$ cat src/rtl/control_unit_idex.sv
// rtl/control_unit_idex.sv - RV32 main decode with registered ID/EX execute-stage controls
//
// Decodes instr_d (RV32I, optional MUL, jump and upper-immediate groups) and
// registers every execute-stage control across the ID/EX boundary.
//   clk, rst                 rising-edge clock, synchronous active-high reset
//   instr_d, valid_d         decode-stage instruction and its valid qualifier
//   stall_e, flush_e         hold / bubble the ID/EX register (flush wins)
//   ImmSrcD                  immediate format, combinational from instr_d
//   *E outputs               registered execute-stage controls
//   validE, illegalE         E-stage occupancy and illegal-encoding flag
//   ill_count                saturating count of accepted illegal instructions
module control_unit_idex #(
    parameter bit M_EN      = 1'b0,
    parameter bit JUMP_EN   = 1'b1,
    parameter bit UPPER_EN  = 1'b1,
    parameter int ILL_CNT_W = 8
) (
    input  logic                 clk,
    input  logic                 rst,
    input  logic [31:0]          instr_d,
    input  logic                 valid_d,
    input  logic                 stall_e,
    input  logic                 flush_e,
    output logic [2:0]           ImmSrcD,
    output logic                 RegWriteE,
    output logic                 ALUSrcE,
    output logic                 ALUSrcAE,
    output logic                 MemWriteE,
    output logic [1:0]           ResultSrcE,
    output logic                 BranchE,
    output logic                 JumpE,
    output logic                 JalrE,
    output logic [2:0]           BranchTypeE,
    output logic [3:0]           ALUControlE,
    output logic                 validE,
    output logic                 illegalE,
    output logic [ILL_CNT_W-1:0] ill_count
);

    localparam logic [6:0] OP_LOAD   = 7'b0000011;
    localparam logic [6:0] OP_STORE  = 7'b0100011;
    localparam logic [6:0] OP_REG    = 7'b0110011;
    localparam logic [6:0] OP_IMM    = 7'b0010011;
    localparam logic [6:0] OP_BRANCH = 7'b1100011;
    localparam logic [6:0] OP_JAL    = 7'b1101111;
    localparam logic [6:0] OP_JALR   = 7'b1100111;
    localparam logic [6:0] OP_LUI    = 7'b0110111;
    localparam logic [6:0] OP_AUIPC  = 7'b0010111;

    localparam logic [3:0] ALU_ADD   = 4'b0000;
    localparam logic [3:0] ALU_SUB   = 4'b0001;
    localparam logic [3:0] ALU_AND   = 4'b0010;
    localparam logic [3:0] ALU_OR    = 4'b0011;
    localparam logic [3:0] ALU_XOR   = 4'b0100;
    localparam logic [3:0] ALU_SLT   = 4'b0101;
    localparam logic [3:0] ALU_SLTU  = 4'b0110;
    localparam logic [3:0] ALU_SLL   = 4'b0111;
    localparam logic [3:0] ALU_SRL   = 4'b1000;
    localparam logic [3:0] ALU_SRA   = 4'b1001;
    localparam logic [3:0] ALU_PASSB = 4'b1010;
    localparam logic [3:0] ALU_MUL   = 4'b1011;

    localparam logic [2:0] IMM_I = 3'b000;
    localparam logic [2:0] IMM_S = 3'b001;
    localparam logic [2:0] IMM_B = 3'b010;
    localparam logic [2:0] IMM_J = 3'b011;
    localparam logic [2:0] IMM_U = 3'b100;

    localparam logic [1:0] RES_ALU = 2'b00;
    localparam logic [1:0] RES_MEM = 2'b01;
    localparam logic [1:0] RES_PC4 = 2'b10;

    localparam logic [6:0] F7_BASE = 7'b0000000;
    localparam logic [6:0] F7_ALT  = 7'b0100000;
    localparam logic [6:0] F7_MULD = 7'b0000001;

    localparam logic [ILL_CNT_W-1:0] CNT_ONE = ILL_CNT_W'(1);

    logic [6:0] opcode;
    logic [2:0] funct3;
    logic [6:0] funct7;
    logic       unused_fields;

    assign opcode        = instr_d[6:0];
    assign funct3        = instr_d[14:12];
    assign funct7        = instr_d[31:25];
    assign unused_fields = ^{instr_d[24:15], instr_d[11:7]};

    logic       reg_write_d;
    logic       alu_src_d;
    logic       alu_src_a_d;
    logic       mem_write_d;
    logic [1:0] result_src_d;
    logic       branch_d;
    logic       jump_d;
    logic       jalr_d;
    logic [2:0] branch_type_d;
    logic [3:0] alu_control_d;
    logic [2:0] imm_src_d;
    logic       illegal_d;

    // Shared funct3 -> ALU op mapping for the base-encoding OP and OP-IMM forms.
    function automatic logic [3:0] alu_from_funct3(input logic [2:0] f3);
        case (f3)
            3'b000:  return ALU_ADD;
            3'b001:  return ALU_SLL;
            3'b010:  return ALU_SLT;
            3'b011:  return ALU_SLTU;
            3'b100:  return ALU_XOR;
            3'b101:  return ALU_SRL;
            3'b110:  return ALU_OR;
            default: return ALU_AND;
        endcase
    endfunction

    always_comb begin
        reg_write_d   = 1'b0;
        alu_src_d     = 1'b0;
        alu_src_a_d   = 1'b0;
        mem_write_d   = 1'b0;
        result_src_d  = RES_ALU;
        branch_d      = 1'b0;
        jump_d        = 1'b0;
        jalr_d        = 1'b0;
        branch_type_d = 3'b000;
        alu_control_d = ALU_ADD;
        imm_src_d     = IMM_I;
        illegal_d     = 1'b0;

        case (opcode)
            OP_LOAD: begin
                reg_write_d  = 1'b1;
                alu_src_d    = 1'b1;
                result_src_d = RES_MEM;
            end
            OP_STORE: begin
                mem_write_d = 1'b1;
                alu_src_d   = 1'b1;
                imm_src_d   = IMM_S;
            end
            OP_REG: begin
                reg_write_d = 1'b1;
                if (funct7 == F7_BASE)
                    alu_control_d = alu_from_funct3(funct3);
                else if (funct7 == F7_ALT && funct3 == 3'b000)
                    alu_control_d = ALU_SUB;
                else if (funct7 == F7_ALT && funct3 == 3'b101)
                    alu_control_d = ALU_SRA;
                else if (funct7 == F7_MULD && M_EN)
                    alu_control_d = ALU_MUL;
                else
                    illegal_d = 1'b1;
            end
            OP_IMM: begin
                reg_write_d = 1'b1;
                alu_src_d   = 1'b1;
                // Only the shift forms constrain the upper immediate bits.
                case (funct3)
                    3'b001: begin
                        if (funct7 == F7_BASE) alu_control_d = ALU_SLL;
                        else                   illegal_d     = 1'b1;
                    end
                    3'b101: begin
                        if (funct7 == F7_BASE)     alu_control_d = ALU_SRL;
                        else if (funct7 == F7_ALT) alu_control_d = ALU_SRA;
                        else                       illegal_d     = 1'b1;
                    end
                    default: alu_control_d = alu_from_funct3(funct3);
                endcase
            end
            OP_BRANCH: begin
                branch_d      = 1'b1;
                imm_src_d     = IMM_B;
                branch_type_d = funct3;
                case (funct3)
                    3'b000, 3'b001: alu_control_d = ALU_SUB;
                    3'b100, 3'b101: alu_control_d = ALU_SLT;
                    3'b110, 3'b111: alu_control_d = ALU_SLTU;
                    default:        illegal_d     = 1'b1;
                endcase
            end
            OP_JAL: begin
                if (JUMP_EN) begin
                    reg_write_d  = 1'b1;
                    jump_d       = 1'b1;
                    result_src_d = RES_PC4;
                    imm_src_d    = IMM_J;
                end else begin
                    illegal_d = 1'b1;
                end
            end
            OP_JALR: begin
                if (JUMP_EN && funct3 == 3'b000) begin
                    reg_write_d  = 1'b1;
                    jump_d       = 1'b1;
                    jalr_d       = 1'b1;
                    alu_src_d    = 1'b1;
                    result_src_d = RES_PC4;
                end else begin
                    illegal_d = 1'b1;
                end
            end
            OP_LUI: begin
                if (UPPER_EN) begin
                    reg_write_d   = 1'b1;
                    alu_src_d     = 1'b1;
                    alu_control_d = ALU_PASSB;
                    imm_src_d     = IMM_U;
                end else begin
                    illegal_d = 1'b1;
                end
            end
            OP_AUIPC: begin
                if (UPPER_EN) begin
                    reg_write_d = 1'b1;
                    alu_src_d   = 1'b1;
                    alu_src_a_d = 1'b1;
                    imm_src_d   = IMM_U;
                end else begin
                    illegal_d = 1'b1;
                end
            end
            default: illegal_d = 1'b1;
        endcase

        // An illegal encoding must not leak any partially decoded control.
        if (illegal_d) begin
            reg_write_d   = 1'b0;
            alu_src_d     = 1'b0;
            alu_src_a_d   = 1'b0;
            mem_write_d   = 1'b0;
            result_src_d  = RES_ALU;
            branch_d      = 1'b0;
            jump_d        = 1'b0;
            jalr_d        = 1'b0;
            branch_type_d = 3'b000;
            alu_control_d = ALU_ADD;
            imm_src_d     = IMM_I;
        end
    end

    assign ImmSrcD = imm_src_d;

    // ID/EX register: rst and flush load a bubble, stall holds, otherwise load.
    // A load with valid_d low is also a bubble.
    always_ff @(posedge clk) begin
        if (rst || flush_e || (!stall_e && !valid_d)) begin
            RegWriteE   <= 1'b0;
            ALUSrcE     <= 1'b0;
            ALUSrcAE    <= 1'b0;
            MemWriteE   <= 1'b0;
            ResultSrcE  <= RES_ALU;
            BranchE     <= 1'b0;
            JumpE       <= 1'b0;
            JalrE       <= 1'b0;
            BranchTypeE <= 3'b000;
            ALUControlE <= ALU_ADD;
            validE      <= 1'b0;
            illegalE    <= 1'b0;
        end else if (!stall_e) begin
            RegWriteE   <= reg_write_d;
            ALUSrcE     <= alu_src_d;
            ALUSrcAE    <= alu_src_a_d;
            MemWriteE   <= mem_write_d;
            ResultSrcE  <= result_src_d;
            BranchE     <= branch_d;
            JumpE       <= jump_d;
            JalrE       <= jalr_d;
            BranchTypeE <= branch_type_d;
            ALUControlE <= alu_control_d;
            validE      <= 1'b1;
            illegalE    <= illegal_d;
        end
    end

    // Counts only instructions that actually enter E; saturates at all-ones.
    always_ff @(posedge clk) begin
        if (rst) begin
            ill_count <= '0;
        end else if (!flush_e && !stall_e && valid_d && illegal_d && (ill_count != '1)) begin
            ill_count <= ill_count + CNT_ONE;
        end
    end

endmodule

$ cat config.mk
export PLATFORM = sky130hd
export DESIGN_NAME = control_unit_idex
export DESIGN_NICKNAME = d
export VERILOG_FILES = /design/src/rtl/control_unit_idex.sv
export SDC_FILE = /design/constraint.sdc
export NUM_CORES = 1
export LEC_CHECK = 0
export BUFFER_PORTS_ARGS = -buffer_cell sky130_fd_sc_hd__buf_2
export CELL_PAD_IN_SITES_DETAIL_PLACEMENT = 0
export CELL_PAD_IN_SITES_GLOBAL_PLACEMENT = 2
export CORE_ASPECT_RATIO = 1.2
export CORE_MARGIN = 2
export CORE_UTILIZATION = 26
export DETAILED_ROUTE_END_ITERATION = 8
export GPL_ROUTABILITY_DRIVEN = 0
export GPL_TIMING_DRIVEN = 0
export HOLD_SLACK_MARGIN = 0.1
export PLACE_DENSITY_LB_ADDON = 0.1
export SLEW_MARGIN = 20
export SYNTH_ARGS = -nofsm -noshare
export SYNTH_HDL_FRONTEND = slang
export SYNTH_SLANG_ARGS = --single-unit
$ cat constraint.sdc
create_clock -name clk -period 2.8 [get_ports clk]
set_clock_uncertainty 0.05 [all_clocks]
set_input_delay 0.14 -clock clk [delete_from_list [all_inputs] [get_ports clk]]
set_output_delay 0.14 -clock clk [all_outputs]
set_load 0.01 [all_outputs]
==> metrics.txt, run 1 <==
sequential area share after synthesis 0.321; hold path depth 4; drt initial violations 65; Clock Root Buffer clkbuf_8; Mapped Cells about 210; Fill cells 707; post-route ant nets 0; period utilisation layout 0.743; Slew Limit Fails 0; CTS Sinks 26; Post-Syn Nets ~240; clk slew on worst S/H paths roughly 0.090 ns; Die H approximately 90 um; status finished clean; num ports 66; vias between 1,500 and 2,000; Register Area 520 um^2; Worst Reg-to-Reg Cells 5; Remaining DRCs 0; slew margin rel. 0.431; ys async rst share 0; final worst slack 0.720 ns; Unique masters post-synth 49; drt wl/cell roughly 14 um; Top Layer Used met4; average vias per placed instance 4.91; MaxCap Viol Count 0; Max FO, Critical Path 9; commonest cells in the netlist 26 x dfxtp_1, 26 x nor2_1, 13 x a21oi_1; number of enable flip-flop cells after synthesis 0; GRT Util Overall 0.142; leading area contributor after synthesis dfxtp_1; layout cells sized above 1 0.254; met3 WL around 150 um; Leak ~0.8 nW; Worst Setup End Kind flop; initial antenna violation count 0; core area 6050 um^2; Worst Path Required around 2.9 ns; Max Root-Sink Buffers 2; Hold Crit Class input port to flop; final non-filler cell total ~340; Cell Area, Synth 1620 um^2; unrepaired setup endpoints after global routing false; Multi-input gate area approximately 1000 um^2; Starting Density 0.268; H-tree depth 1; Tightest Pin Transition roughly 0.85 ns; register-to-register path setup slack 1.12 ns; Die X around 76 um; power density cells slightly below 400 nW/um^2; pin count of the biggest net entering global routing 16; CP Launch Type input port; M1 WL about 2200 um; mean post-synth cell area 7.88 um^2; ant diodes 0; Pre-antenna DRT Iters 4; Hold WS roughly 0.16 ns; pre-CTS worst setup slack about 0.44 ns; Endpoint, Worst Hold ALUControlE[1]; worst endpoint data arrival time 2.19 ns; HP Start flush_e; number of synthesis warnings 0; FF+latch count, synth 26; setup_tns 0 ns; die area 6890 um^2; post_cts resized 0; Setup Crit Path Kind input port to flop; CTS Buf Count 3; Clock Latency Late Sink about 0.27 ns; Placed Cells between 300 and 400; vias in the first global route roughly 1,600; DRT Wirelength roughly 4800 um; Overflow after GRT 0; Synth top area share 0.321; reg2reg start ill_count[0]; synth top area cells dfxtp_1 32%, nor2_1 6.0%, a21oi_1 4.0%, nor2b_1 3.9%, o21ai_0 3.1%; Site Rows 31; Port Buffers 46; first-pass GRT wire length between 8000 and 9000 um; met2 routed WL roughly 2400 um; Post-DP HPWL about 3800 um; reg2reg end ill_count[5]; Synth-to-Final Area Change 25.3%; # setup viols final 0; # Post-CTS Setup Buffers 0; min cycle time layout 2.08 ns; Primary FF master, synth dfxtp_1; Hold-fix buffers, CTS 0; final hold vios 0; Peak supply drop 287 uV; fmax approximately 480 MHz; fin nets just under 300; CTS tree done
[logic make-up (layout without fill, tap and decap cells)]
logic type	count (synthesis)	in the layout	share of synthesized area
flip-flops	26	26	0.321
buffers and inverters	19	69	0.0547
adder cells (fa/ha/maj)	1	1	0.00771
AO/OA/AOI/OAI	46	46	0.194
AND/OR/NAND/NOR	103	103	0.352
multiplexers	8	8	0.0540
XOR/XNOR	3	3	0.0162
[area by class of cell]
| type | instances | area share |
|---|---|---|
| inverter | 4 | 0.00738 |
| sequential | 26 | 0.256 |
| multi-input combinational | 161 | 0.502 |
| timing repair buffer | 46 | 0.113 |
| buffer | 15 | 0.0363 |
| tap | 82 | 0.0505 |
| clock buffer | 3 | 0.0203 |
| clock inverter | 1 | 0.0148 |
[registers in the layout, indices dropped and copies added, names as in the netlist]
| signal | count |
|---|---|
| ALUSrcE | 1 |
| illegalE | 1 |
| ill_count | 8 |
| BranchE | 1 |
| ALUSrcAE | 1 |
| JumpE | 1 |
| BranchTypeE | 3 |
| ALUControlE | 4 |
| JalrE | 1 |
| ResultSrcE | 2 |
| MemWriteE | 1 |
| RegWriteE | 1 |
| validE | 1 |
[worst max-delay path, stage by stage]
cell and delay (ns):
buf_2 0.07, nand2_1 0.17, or4_4 0.57, a2111oi_4 0.38, or3_1 0.17, buf_6 0.13, and3_1 0.21, mux2_1 0.33
[where the power goes]
group          switching, mW  internal [mW]
registers            0.00177          0.372
clock network          0.117          0.191
logic                 0.0702         0.0395
total                  0.189          0.602
[worst max path at each step]
| stage | startpoint | end | slack, ns | cells past startpoint |
|---|---|---|---|---|
| floorplan | instr_d[2] | ill_count[0] | 0.71 | 7 |
| global placement | instr_d[4] | ALUControlE[2] | 0.34 | 6 |
| detailed placement | instr_d[3] | ill_count[0] | 0.44 | 8 |
| CTS | instr_d[3] | ill_count[0] | 0.73 | 8 |
| global route | instr_d[0] | ill_count[0] | 0.62 | 8 |
| finish | instr_d[1] | ill_count[0] | 0.72 | 8 |
[cells in the final DEF (no fill, tap or decap), drive strengths merged, types with 3 or more instances in the layout]
master  netlist  routed
a32oi         3       3
nand2b        8       8
a22oi         4       4
a211oi        4       4
inv           4       4
or3           4       4
clkbuf       10      13
nor3          7       7
mux2          6       6
nor2         26      26
dfxtp        26      26
a21oi        13      13
nor3b         3       3
buf           5      51
nor4          8       8
nand2        11      11
nand3         8       8
nand4         4       4
o21ai        11      11
nor2b        10      10
[stage by stage]
step / area [um^2] / power, mW / util
2_1_floorplan: 1620 / 0.451 / -
3_3_place_gp: 1960 / 0.494 / 0.323
3_5_place_dp: 1960 / 0.493 / 0.324
4_1_cts: 2030 / 0.807 / 0.336
5_1_grt: 2030 / 0.832 / 0.336
6_report: 2030 / 0.792 / 0.336
[layer usage]
metal / vias to the layer above / GRT usage
met5: - / 0
met4: 0 / 0.0364
met3: 4 / 0.0150
met2: 32 / 0.257
met1: 777 / 0.180
li1: 846 / -
No activity file was read; power rests on OpenSTA's default activity.
==> run 2: changes to the inputs <==
--- a/config.mk
+++ b/config.mk
@@ -10,7 +10,7 @@
 export CELL_PAD_IN_SITES_GLOBAL_PLACEMENT = 2
 export CORE_ASPECT_RATIO = 1.2
 export CORE_MARGIN = 2
-export CORE_UTILIZATION = 26
+export CORE_UTILIZATION = 23
 export DETAILED_ROUTE_END_ITERATION = 8
 export GPL_ROUTABILITY_DRIVEN = 0
 export GPL_TIMING_DRIVEN = 0
==> constraint.sdc (replaced) <==
create_clock -name clk -period 1.72 [get_ports clk]
set_clock_uncertainty 0.05 [all_clocks]
set_input_delay 0.086 -clock clk [delete_from_list [all_inputs] [get_ports clk]]
set_output_delay 0.086 -clock clk [all_outputs]
set_load 0.01 [all_outputs]
==> run 2 against run 1 <==
The run now ends with setup timing left; sequential share of layout area down 3.6 points; setup slack worse by 0.86 ns; final area up 16%; first-iteration DRC count down 52%; final cell count up 6.2%; count of clock-buffer cells in the layout unchanged; critical path type unchanged; utilization up 0.88 points; largest power group unchanged; combinational power up 120%; critical endpoint is now ill_count[4]; die area up 12%; sequential cell count unchanged; global-route usage up 0.19 points; largest cell class unchanged.
==> metrics.txt, run 2 (synthesis gave the netlist of run 1 again) <==
Hold WS about 0.13 ns; core area 6850 um^2; Overflow after GRT 0; Worst Setup End Kind flop; Pre-antenna DRT Iters 4; Finished Core Util 0.345; H-tree depth 1; DRT Wirelength between 5000 and 6000 um; reg2reg start ill_count[0]; Site Rows 33; cell-internal power around 1 mW; Die X about 81 um; CTS Sinks 26; fmax 538 MHz; Worst Reg-to-Reg Cells 5; pin count of the biggest net entering global routing 16; Leak approximately 0.93 nW; combinational share of power 0.177; Setup Crit Path Kind input port to flop; min cycle time layout between 1.5 and 2 ns; slew margin rel. 0.436; Clock Latency Late Sink ~0.27 ns; register-to-register path setup slack approximately 0.060 ns; CTS tree done; status complete, but fails checks; fin nets around 310; HP Start flush_e; Clock Root Buffer clkbuf_8; biggest regs ill_count x8, ALUControlE x4, BranchTypeE x3; Synth-to-Final Area Change 45.6%; CTS Buf Count 3; sequential power share 0.446; unrepaired setup endpoints after global routing true; Worst Path Required 1.84 ns; Psw 0.341 mW; MaxCap Viol Count 0; Port Buffers 46; initial antenna violation count 0; drt initial violations 31; Slew Limit Fails 0; layout cells sized above 1 0.364; power density cells 577 nW/um^2; num ports 66; vias in the first global route 1,698; slowest CP cell or4_4; # setup viols final 6; Hold Crit Class input port to flop; vias 1,716; Max Root-Sink Buffers 2; Remaining DRCs 0; delay-heaviest family, CP simple AND/OR/NAND/NOR gates; worst endpoint data arrival time just under 2 ns; hold path depth 4; cell-by-cell trace of the critical path buf_12 > nand2b_4 > or4_4 > a2111oi_4 > or3_4 > buf_12 > buf_6 > nand4_1 > mux2_4; Fill cells 777; commonest non-fill, non-tap cell in the layout buf_2; Net Sw Frac 0.250; Bufs and invs on worst path 3; Endpoint, Worst Hold ALUControlE[0]; Top reg by flops ill_count; GRT Util Overall 0.144; die area 7750 um^2; commonest non-fill, non-tap cells in the layout 43 x buf_2, 26 x dfxtp_1, 26 x nor2_1; period utilisation layout 1.08; Largest register FFs 8; final worst slack -0.137 ns; CP Launch Type input port; average vias per placed instance around 4.8; Peak supply drop around 280 uV; first-pass GRT wire length between 8000 and 9000 um; Max FO, Critical Path 6; max incr delay on CP between 0.4 and 0.5 ns; failing checks setup timing; post-route ant nets 0; Post-DP HPWL 3940 um; clk slew on worst S/H paths 0.10 ns; ant diodes 0; final hold vios 0; Clk network pwr share 0.377; reg2reg end ill_count[5]; Tightest Pin Transition 0.844 ns; Worst path most repeated cell buf_12; drt wl/cell 14.7 um; Die H between 90 and 100 um; Starting Density 0.237
==> run 2: cell count changes in the layout (fill, tap and decap cells not counted), moves of 3 or more <==
cell | before | now
nor4_1 | 6 | 3
buf_2 | 48 | 43
buf_4 | 0 | 16
buf_6 | 2 | 5
mux2_4 | 0 | 4
nor4_4 | 0 | 4
==> run 2: per-stage QoR <==
stage	setup TNS [ns]	power [mW]	instances	setup WS (ns)	cell area, um^2
after floorplan	-0.777	0.739	206	-0.190	1650
after global placement	-7.40	0.811	339	-0.646	1990
after detailed placement	-7.48	0.810	339	-0.576	2000
after CTS	-0.678	1.37	354	-0.150	2250
after global routing	-0.844	1.43	359	-0.222	2360
final	-0.360	1.36	359	-0.137	2360
==> run 2: layout make-up <==
cell class                      count  area (um^2)  area share
Buffer                             13         95.1      0.0402
Clock buffer                        3         41.3      0.0175
Clock inverter                      1         30.0      0.0127
Inverter                            4         15.0     0.00635
Multi-Input combinational cell    161         1150       0.488
Sequential cell                    26          520       0.220
Tap cell                           87          109      0.0461
Timing Repair Buffer               64          400       0.169
==> run 2: how the worst max path moves through the flow <==
stage,slack [ns],end,from,depth (start not counted)
2_1_floorplan,-0.19,ill_count[2],instr_d[6],8
3_3_place_gp,-0.65,ALUControlE[2],instr_d[4],6
3_5_place_dp,-0.58,ALUControlE[0],instr_d[26],7
4_1_cts,-0.15,ALUControlE[0],instr_d[4],7
5_1_grt,-0.22,ill_count[4],instr_d[6],9
6_report,-0.14,ill_count[4],instr_d[6],9
==> run 2: worst register-to-register path, delay by kind of cell, from the launching register on <==
| family | cells | cell delay, ns |
|---|---|---|
| flops | 1 | 0.36 |
| simple gates | 2 | 0.33 |
| mux | 1 | 0.30 |
| fa+ha+maj | 1 | 0.27 |
| compound gates | 1 | 0.24 |
==> run 2: what timing repair did <==
item                       CTS  global route
resized for setup           20            15
pin swaps                    6             6
setup endpoints to repair   15            18
setup buffers               11             7
hold buffers                 0             0
==> run 2: per-layer routing <==
metal	up-vias	GRT usage	wire [um]
met5	-	0	0
met4	0	0.0268	22
met3	2	0.0291	220
met2	33	0.263	2690
met1	799	0.176	2340
li1	882	-	-
==> run 2: power by group through the flow <==
stage / sequential (mW) / combinational, mW / clock [mW]
2_1_floorplan: 0.624 / 0.115 / 0
3_3_place_gp: 0.622 / 0.189 / 0
3_5_place_dp: 0.622 / 0.187 / 0
4_1_cts: 0.609 / 0.225 / 0.536
5_1_grt: 0.609 / 0.268 / 0.550
6_report: 0.608 / 0.242 / 0.514
